==> src/rtl/fp_mul_normalize_round_pkg.sv <==
// Shared single-precision constants and the normalize-to-round bundle used
// by the multiplier back end (and intended for reuse by an adder datapath).
package fp_mul_normalize_round_pkg;

   localparam int unsigned EXP_W   = 8;
   localparam int unsigned MAN_W   = 23;
   localparam int unsigned BIAS    = 127;
   localparam int unsigned EXP_MAX = 2 * BIAS + 1;     // 255, all-ones exponent
   localparam int unsigned SIG_W   = MAN_W + 1;        // significand with hidden 1
   localparam int unsigned PROD_W  = 2 * SIG_W;        // full product width
   localparam int unsigned SEXP_W  = EXP_W + 2;        // signed working exponent
   localparam int unsigned RES_W   = 1 + EXP_W + MAN_W;

   localparam logic [RES_W-1:0]         QNAN      = 32'h7FC0_0000;
   localparam logic signed [SEXP_W-1:0] SEXP_MAX  = SEXP_W'(EXP_MAX);
   localparam logic signed [SEXP_W-1:0] SEXP_ZERO = '0;

   // Normalized significand plus rounding bits and special-value flags.
   typedef struct packed {
      logic                     sign;
      logic signed [SEXP_W-1:0] exp_n;
      logic [SIG_W-1:0]         mant;
      logic                     guard;
      logic                     sticky;
      logic                     nan;
      logic                     inf;
      logic                     zero;
   } s1_bundle_t;

endpackage

==> src/rtl/fp_round_pack.sv <==
// Combinational round-to-nearest-even, exponent adjust, special-value
// priority and IEEE single packing.
//   bundle_i     normalized significand, guard/sticky, exponent, specials
//   result_c     packed {sign, exponent, fraction}
//   overflow_c   result saturated to infinity by exponent overflow
//   underflow_c  result flushed to zero by exponent underflow
module fp_round_pack
   import fp_mul_normalize_round_pkg::*;
(
   input  s1_bundle_t       bundle_i,
   output logic [RES_W-1:0] result_c,
   output logic             overflow_c,
   output logic             underflow_c
);

   logic                     inc;
   logic [SIG_W:0]           m25;
   logic                     carry;
   logic [MAN_W-1:0]         fraction;
   logic signed [SEXP_W-1:0] exp_f;

   always_comb begin
      inc   = bundle_i.guard & (bundle_i.sticky | bundle_i.mant[0]);
      m25   = {1'b0, bundle_i.mant} + (SIG_W + 1)'(inc);
      carry = m25[SIG_W];
      // On carry-out m25 is exactly 2^24, so the shifted fraction is zero.
      fraction = carry ? m25[SIG_W-1:1] : m25[MAN_W-1:0];
      exp_f    = bundle_i.exp_n + SEXP_W'(carry);

      result_c    = '0;
      overflow_c  = 1'b0;
      underflow_c = 1'b0;
      if (bundle_i.nan) begin
         result_c = QNAN;
      end else if (bundle_i.inf) begin
         result_c = {bundle_i.sign, {EXP_W{1'b1}}, {MAN_W{1'b0}}};
      end else if (bundle_i.zero) begin
         result_c = {bundle_i.sign, {(RES_W-1){1'b0}}};
      end else if (exp_f >= SEXP_MAX) begin
         result_c   = {bundle_i.sign, {EXP_W{1'b1}}, {MAN_W{1'b0}}};
         overflow_c = 1'b1;
      end else if (exp_f <= SEXP_ZERO) begin
         // No gradual underflow: denormals flush to signed zero.
         result_c    = {bundle_i.sign, {(RES_W-1){1'b0}}};
         underflow_c = 1'b1;
      end else begin
         result_c = {bundle_i.sign, exp_f[EXP_W-1:0], fraction};
      end
   end

endmodule

==> src/rtl/fp_mul_normalize_round.sv <==
// Multiplier back end: two-stage normalize / round-and-pack pipeline with
// valid/ready on both sides.
//   clk, reset                    clock, synchronous active-high reset
//   in_valid/in_ready             upstream handshake (in_ready combinational)
//   in_sign/in_exp/in_prod        sign, pre-normalization exponent, 48b product
//   in_zero/in_inf/in_nan         operand special-value flags
//   out_valid/out_ready           downstream handshake
//   out_result                    packed IEEE single result
//   out_overflow/out_underflow    saturation / flush indications
module fp_mul_normalize_round
   import fp_mul_normalize_round_pkg::*;
(
   input  logic                     clk,
   input  logic                     reset,
   input  logic                     in_valid,
   output logic                     in_ready,
   input  logic                     in_sign,
   input  logic signed [SEXP_W-1:0] in_exp,
   input  logic [PROD_W-1:0]        in_prod,
   input  logic                     in_zero,
   input  logic                     in_inf,
   input  logic                     in_nan,
   output logic                     out_valid,
   input  logic                     out_ready,
   output logic [RES_W-1:0]         out_result,
   output logic                     out_overflow,
   output logic                     out_underflow
);

   logic             s1_valid_q, s1_valid_d;
   s1_bundle_t       s1_q, s1_d;
   logic             s2_valid_q, s2_valid_d;
   logic [RES_W-1:0] result_q, result_d;
   logic             overflow_q, overflow_d;
   logic             underflow_q, underflow_d;

   s1_bundle_t       norm;
   logic             s1_advance;
   logic             in_fire;
   logic [RES_W-1:0] rp_result;
   logic             rp_overflow;
   logic             rp_underflow;

   // Stage 1: align the leading 1 to the hidden-bit position.
   always_comb begin
      norm      = '0;
      norm.sign = in_sign;
      norm.nan  = in_nan;
      norm.inf  = in_inf;
      norm.zero = in_zero;
      if (in_prod[PROD_W-1]) begin
         norm.mant   = in_prod[PROD_W-1 -: SIG_W];
         norm.guard  = in_prod[PROD_W-1-SIG_W];
         norm.sticky = |in_prod[PROD_W-2-SIG_W:0];
         norm.exp_n  = in_exp + SEXP_W'(1);
      end else begin
         norm.mant   = in_prod[PROD_W-2 -: SIG_W];
         norm.guard  = in_prod[PROD_W-2-SIG_W];
         norm.sticky = |in_prod[PROD_W-3-SIG_W:0];
         norm.exp_n  = in_exp;
      end
   end

   fp_round_pack u_round_pack (
      .bundle_i    (s1_q),
      .result_c    (rp_result),
      .overflow_c  (rp_overflow),
      .underflow_c (rp_underflow)
   );

   // Pipeline control: each stage moves when the stage after it frees up.
   always_comb begin
      s1_advance  = !s2_valid_q || out_ready;
      in_ready    = !s1_valid_q || s1_advance;
      in_fire     = in_valid && in_ready;

      s1_valid_d  = s1_valid_q;
      s1_d        = s1_q;
      s2_valid_d  = s2_valid_q;
      result_d    = result_q;
      overflow_d  = overflow_q;
      underflow_d = underflow_q;

      if (in_fire) begin
         s1_valid_d = 1'b1;
         s1_d       = norm;
      end else if (s1_advance) begin
         s1_valid_d = 1'b0;
      end

      if (s1_advance) begin
         s2_valid_d = s1_valid_q;
         if (s1_valid_q) begin
            result_d    = rp_result;
            overflow_d  = rp_overflow;
            underflow_d = rp_underflow;
         end
      end
   end

   always_ff @(posedge clk) begin
      if (reset) begin
         s1_valid_q  <= 1'b0;
         s1_q        <= '0;
         s2_valid_q  <= 1'b0;
         result_q    <= '0;
         overflow_q  <= 1'b0;
         underflow_q <= 1'b0;
      end else begin
         s1_valid_q  <= s1_valid_d;
         s1_q        <= s1_d;
         s2_valid_q  <= s2_valid_d;
         result_q    <= result_d;
         overflow_q  <= overflow_d;
         underflow_q <= underflow_d;
      end
   end

   assign out_valid     = s2_valid_q;
   assign out_result    = result_q;
   assign out_overflow  = overflow_q;
   assign out_underflow = underflow_q;

endmodule

==> config.mk <==
export PLATFORM = sky130hd
export DESIGN_NAME = fp_mul_normalize_round
export DESIGN_NICKNAME = d
export VERILOG_FILES = /design/src/rtl/fp_mul_normalize_round_pkg.sv /design/src/rtl/fp_round_pack.sv /design/src/rtl/fp_mul_normalize_round.sv
export SDC_FILE = /design/constraint.sdc
export NUM_CORES = 1
export LEC_CHECK = 0
export BUFFER_PORTS_ARGS = -buffer_cell sky130_fd_sc_hd__buf_2
export CORE_MARGIN = 10
export CORE_UTILIZATION = 50
export CTS_BUF_LIST = sky130_fd_sc_hd__clkbuf_4 sky130_fd_sc_hd__clkbuf_8
export CTS_CLUSTER_SIZE = 25
export DETAILED_ROUTE_END_ITERATION = 8
export PLACE_DENSITY = 0.78
export SLEW_MARGIN = 20
export SYNTH_ARGS = -nofsm -noshare
export SYNTH_HDL_FRONTEND = slang
export SYNTH_HIERARCHICAL = 1
export SYNTH_SLANG_ARGS = --single-unit
==> constraint.sdc <==
create_clock -name clk -period 3.1 [get_ports clk]
set_input_delay 0.62 -clock clk [delete_from_list [all_inputs] [get_ports clk]]
set_output_delay 0.62 -clock clk [all_outputs]
set_load 0.05 [all_outputs]
======== Word level (Yosys, flattened, before mapping) ========
Cells that the tools add are included.
operators by class
  order comparisons ....................... 2
  reduce and logical (&&, ||, !) cells .... 9
  add/sub/neg operators ................... 3
  mux-type cells .......................... 18
  bitwise operators ....................... 2
operators by type and width
  operator               number
  $mux 31                4
  $mux 36                1
  $mux 32                1
  $add 24x1->25          1
  $mux 23                1
  $reduce_or 23->1       1
  $reduce_or 22->1       1
  $mux 1                 11
  $add 10x1->10          1
  $add 10x2->10 const B  1
  $ge 10x9->1 const B    1
  $le 10x1->1 const B    1
  $logic_not 1->1        2
  $logic_or 1x1->1       2
  $reduce_and 2->1       1
  $reduce_bool 2->1      1
  $and 1x1->1            1
  $logic_and 1x1->1      1
  $or 1x1->1             1
storage, ports and cells
  bits in registers ....................... 76

======== Longest topological paths before layout ========
  word-level depth ........................ 10
  depth in mapped cells ................... 18
  depth with buffers taken out ............ 16

======== Modules after synthesis ========
Netlist, hierarchy kept.
modules (own cells, without submodules)
  module                  sequential area each (um2)  area each (um2)  instances  cells an instance
  fp_mul_normalize_round  1521.5                      3133.0           1          360
  fp_round_pack           0.0                         1136.1           1          168

======== Least setup slack after synthesis ========
Ideal clock, no wire load.
  path type ............................... register -> register
  start point ............................. reg s1_q[5] in the netlist's numbering
  end point ............................... reg result_q[20], in the netlist out_result[20]
  arrival ................................. 3.268 ns
  required time ........................... 2.968 ns
  clock period less this slack ............ 3.400 ns
  setup time .............................. 0.132 ns
  cell stages (with the launch flop) ...... 19
  buffers on the path ..................... 2
  path slack .............................. -0.300 ns
  path through ............................ dfxtp_1 o21a_1 ha_1 ha_1 nand3_1 nor2_1 and3_1 ha_1 ha_1 and2_1 buf_2 a21oi_1 o32ai_1 a41oi_2 nand3b_1 buf_4 nor2_1 nand2_1 a21oi_1
on the way
  longest elaborated chain between the ends .. 10
  elaborated cells on any way between the ends .. 12
  classes of those cells .................. 2 x add/sub; 2 x order compare; 6 x mux; 2 x bitwise
RTL lines
  element                 RTL line                       text
  start, declared         fp_mul_normalize_round.sv:31   s1_bundle_t s1_q, s1_d;
  start signal, assigned  fp_mul_normalize_round.sv:104  s1_q <= '0;
  start signal, assigned  fp_mul_normalize_round.sv:111  s1_q <= s1_d;
  $or 1x1->1              fp_round_pack.sv:23            inc = bundle_i.guard & (bundle_i.sticky | bundle_i.mant[0]);
  $and 1x1->1             fp_round_pack.sv:23
  $add 24x1->25 *         fp_round_pack.sv:24            m25 = {1'b0, bundle_i.mant} + (SIG_W + 1)'(inc);
  $add 10x1->10           fp_round_pack.sv:28            exp_f = bundle_i.exp_n + SEXP_W'(carry);
  $le 10x1->1             fp_round_pack.sv:42            end else if (exp_f <= SEXP_ZERO) begin
  $mux 31                 fp_round_pack.sv:42
  $mux 31 *               fp_round_pack.sv:39            end else if (exp_f >= SEXP_MAX) begin
  $mux 31 *               fp_round_pack.sv:37            end else if (bundle_i.zero) begin
  $mux 31 *               fp_round_pack.sv:35            end else if (bundle_i.inf) begin
  $mux 32 *               fp_round_pack.sv:33            if (bundle_i.nan) begin
  via rp_result[20]       fp_mul_normalize_round.sv:40   logic [RES_W-1:0] rp_result;
  end signal, assigned    fp_mul_normalize_round.sv:113  result_q <= result_d;
  end, declared           fp_mul_normalize_round.sv:33   logic [RES_W-1:0] result_q, result_d;
Mark *: on every way through the listed nets, which the timed path passes. The rest lies on a longest branch.
A chain may end at the register's enable or synchronous reset.

======== Worst setup path after layout ========
  start point ............................. reg s1_q[5] in the netlist's numbering
  end point ............................... reg result_q[19], in the netlist out_result[19]
The elaborated chain is that of the path after synthesis.

==> summary.txt <==
Status
  – Outcome: finished, violations left
  – Failing checks: setup timing

Global routing
  – Largest net degree at the start of global routing: 73
  – Global route total overflow: 0
  – Initial antenna violation count: 0
  – First-pass GRT wire length: 19.1 mm
  – GRT Total Usage: 0.176
  – Via count of the first global-routing pass: 4090

Critical path
  – Crit path kind: reg -> reg
  – Worst-path fanout max: 5
  – Critical Path End Type: flip-flop
  – R2R setup slack: -50 ps
  – Startpoint class of the critical path: flip-flop
  – Crit path DAT: 3420 ps
  – WP data required: roughly 3400 ps

Clock tree
  – CTS buffer count: 9
  – Max H-tree Level: 3
  – CTS max path bufs: 2
  – # hold bufs at CTS: 0
  – Clk_lat worst skew: approximately 350 ps
  – Clock transition at path regs: 70 ps
  – Root Driver: clkbuf_8
  – CTS tree: built
  – Clock Sinks: 76

Logic synthesis
  – Yosys top cell area share: 0.356
  – Post-synth EDFFs: 0
  – Ys flop type: dfxtp_1
  – Top cells by area, synth: dfxtp_1, nand2_1, mux2i_1, nor2_1, a211oi_1
  – Compound-cell area share of the yosys netlist: 0.187
  – Post-synthesis mux area share: 0.0636
  – Synthesized flop and latch total: 76
  – Synth Area in XOR/XNOR: 0.0657
  – Synthesis Warnings: 6
  – Synthesized cell area: 4270 µm²
  – Main combinational cell family by area after synthesis: simple AND/OR/NAND/NOR gates
  – Syn avg cell area: 8.09 µm²
  – Async S/R FF share, synth: 0
  – Sequential area share after synthesis: 0.356
  – Synth unique cells: just under 60
  – Post-Syn Instances: 528
  – Synth Area in Adders: 0.0147
  – Simple-Gate Fraction of Synth Area: 0.263
  – Syn nets: 599
  – Largest area contributor in the synthesized netlist: dfxtp_1

Placed design
  – Final Wtd Congestion: 0.855
  – Placed cells: 731
  – Post-DP HPWL: ~8.6 mm
  – PortBufs: 101
  – DP Worst Slack: -78.9 ps

Power and ir drop
  – Overall power: 2.34 mW
  – Peak supply drop: 0.172 mV
  – Leakage: 2.27 nW
  – PwrDens: 419 nW/µm²

Detailed routing
  – Wire per inst: about 16 µm
  – Routed Antenna Nets: 0
  – Vias after detailed routing: around 4100
  – DR pass1 iterations: 5
  – DRT iter0 DRCs: 213
  – DRT Wirelength: 11.9 mm
  – Vias/cell: 5.42
  – DRC Markers: 0

Cells and area
  – Ant diodes: 0
  – FILL cells: 697
  – Core Util, Final: 0.678
  – Syn-to-layout area delta: 31.1%
  – Nets: 723
  – Most frequent cells in the layout: buf_2, nand2_1, dfxtp_1, nor2_1, buf_4
  – Layout cells sized above 1: 0.374
  – Fin cells: 760
  – Commonest non-fill, non-tap cell in the layout: buf_2

STA
  – Clock period minus worst slack: 3150 ps
  – Final Cycle Share: 1.02
  – FMAX: 0.318 GHz
  – Slew Limit Fails: 0
  – Layout Skew: 7.72 ps
  – Post-route setup slack: -47.4 ps
  – RSZ-0062 raised after global routing: yes
  – Setup TNS: -158 ps
  – # setup viols final: 9
  – Worst-margin pin slew: 709 ps
  – Slew HR: 0.527
  – Final Hold Viols: 0

Floorplan
  – Ports: 102
  – Die area: 12600 µm²
  – Row count: 33
  – Starting Density: 0.517
  – Die height: 112 µm
  – Core area: around 8300 µm²
  – DIE WIDTH: 112 µm

Hold path
  – Min-delay worst type: reg -> reg

Run
  – Total of max-cap violations: 0
## power by group
| group | switching (mW) | internal, mW |
|---|---|---|
| clock network | 0.338 | 0.379 |
| logic | 0.310 | 0.228 |
| registers | 0.0595 | 1.03 |
## registers in the layout, summed over array words and instances (netlist names)
| name | cells |
|---|---|
| out_overflow | 1 |
| s1_q | 40 |
| out_result | 32 |
| out_underflow | 1 |
| s1_valid_q | 1 |
| out_valid | 1 |
## path summary, 6_finish.rpt
path         depth (start not counted)                         from                     endpoint
max reg2reg                         17         s1_q[5]$_SDFFE_PP0P_  out_result[19]$_SDFFE_PP0P_
min                                  2  out_result[28]$_SDFFE_PP0P_  out_result[28]$_SDFFE_PP0P_
max                                 17         s1_q[5]$_SDFFE_PP0P_  out_result[19]$_SDFFE_PP0P_
min reg2reg                          2  out_result[28]$_SDFFE_PP0P_  out_result[28]$_SDFFE_PP0P_
## routing by layer
layer | track usage | vias up | wire length [µm]
li1 | - | 2099 | -
met1 | 0.229 | 1880 | 5510
met2 | 0.278 | 131 | 5400
met3 | 0.0485 | 7 | 852
met4 | 0.0533 | 0 | 122
met5 | 0 | - | 0
## Yosys cell counts (2+ instances only)
cell,instances
nand2_1,96
nand3b_1,4
buf_6,2
xor2_1,13
nand2b_1,3
and4_1,3
a21oi_2,10
nand4_1,8
o32ai_1,2
clkbuf_1,6
nand3_1,13
buf_1,3
nor2b_1,3
ha_1,5
nor4_1,7
buf_4,5
inv_1,8
buf_2,18
a211oi_1,31
nor2_1,67
o21a_1,3
nor3_1,9
and3_1,8
xnor2_1,19
a211oi_2,4
a21oi_1,40
a21o_1,5
o21ai_0,3
dfxtp_1,76
mux2i_1,26
## area by class of cell
type / instances / area, µm² / share of cell area
multi-input cells: 410 / 2840 / 0.507
flip-flops and latches: 76 / 1530 / 0.272
repair buffers: 147 / 895 / 0.160
clock buffers: 11 / 139 / 0.0248
well taps: 105 / 131 / 0.0235
clock inverters: 3 / 40.0 / 0.00715
inverters: 8 / 30.0 / 0.00536
## critical path, cell delays in order, from the launching register on
cell and delay (ps):
dfxtp_2 320, o21a_1 180, ha_2 200, ha_4 170
nand3_4 80, nor2_4 30, and3_4 180, ha_4 170
ha_4 160, and2_4 180, xnor2_2 120, a31o_2 270
a41oi_2 200, buf_4 170, nand4bb_4 140, o21ba_4 260
nand2_1 80, a21oi_2 150
## kinds of logic after synthesis
family	Yosys count
xor+xnor	32
mux	27
simple gates	235
compound gates	111
buf+inv	42
fa+ha+maj	5
flops	76
## through the flow
| stage | area, µm² | hold WS, ps |
|---|---|---|
| floorplan | 4310 | 432 |
| global placement | 5030 | 440 |
| detailed placement | 5030 | 446 |
| CTS | 5330 | 456 |
| global route | 5600 | 465 |
| finish | 5600 | 452 |
## timing repair
action / in CTS / in global routing
pin swaps: 3 / 30
endpoints found under the hold margin: 0 / 0
cloned: 1 / 1
resized for setup: 11 / 60
buffers inserted: 7 / 8
endpoints found under the setup margin: 27 / 29
Power figures use the tool's default switching activity.
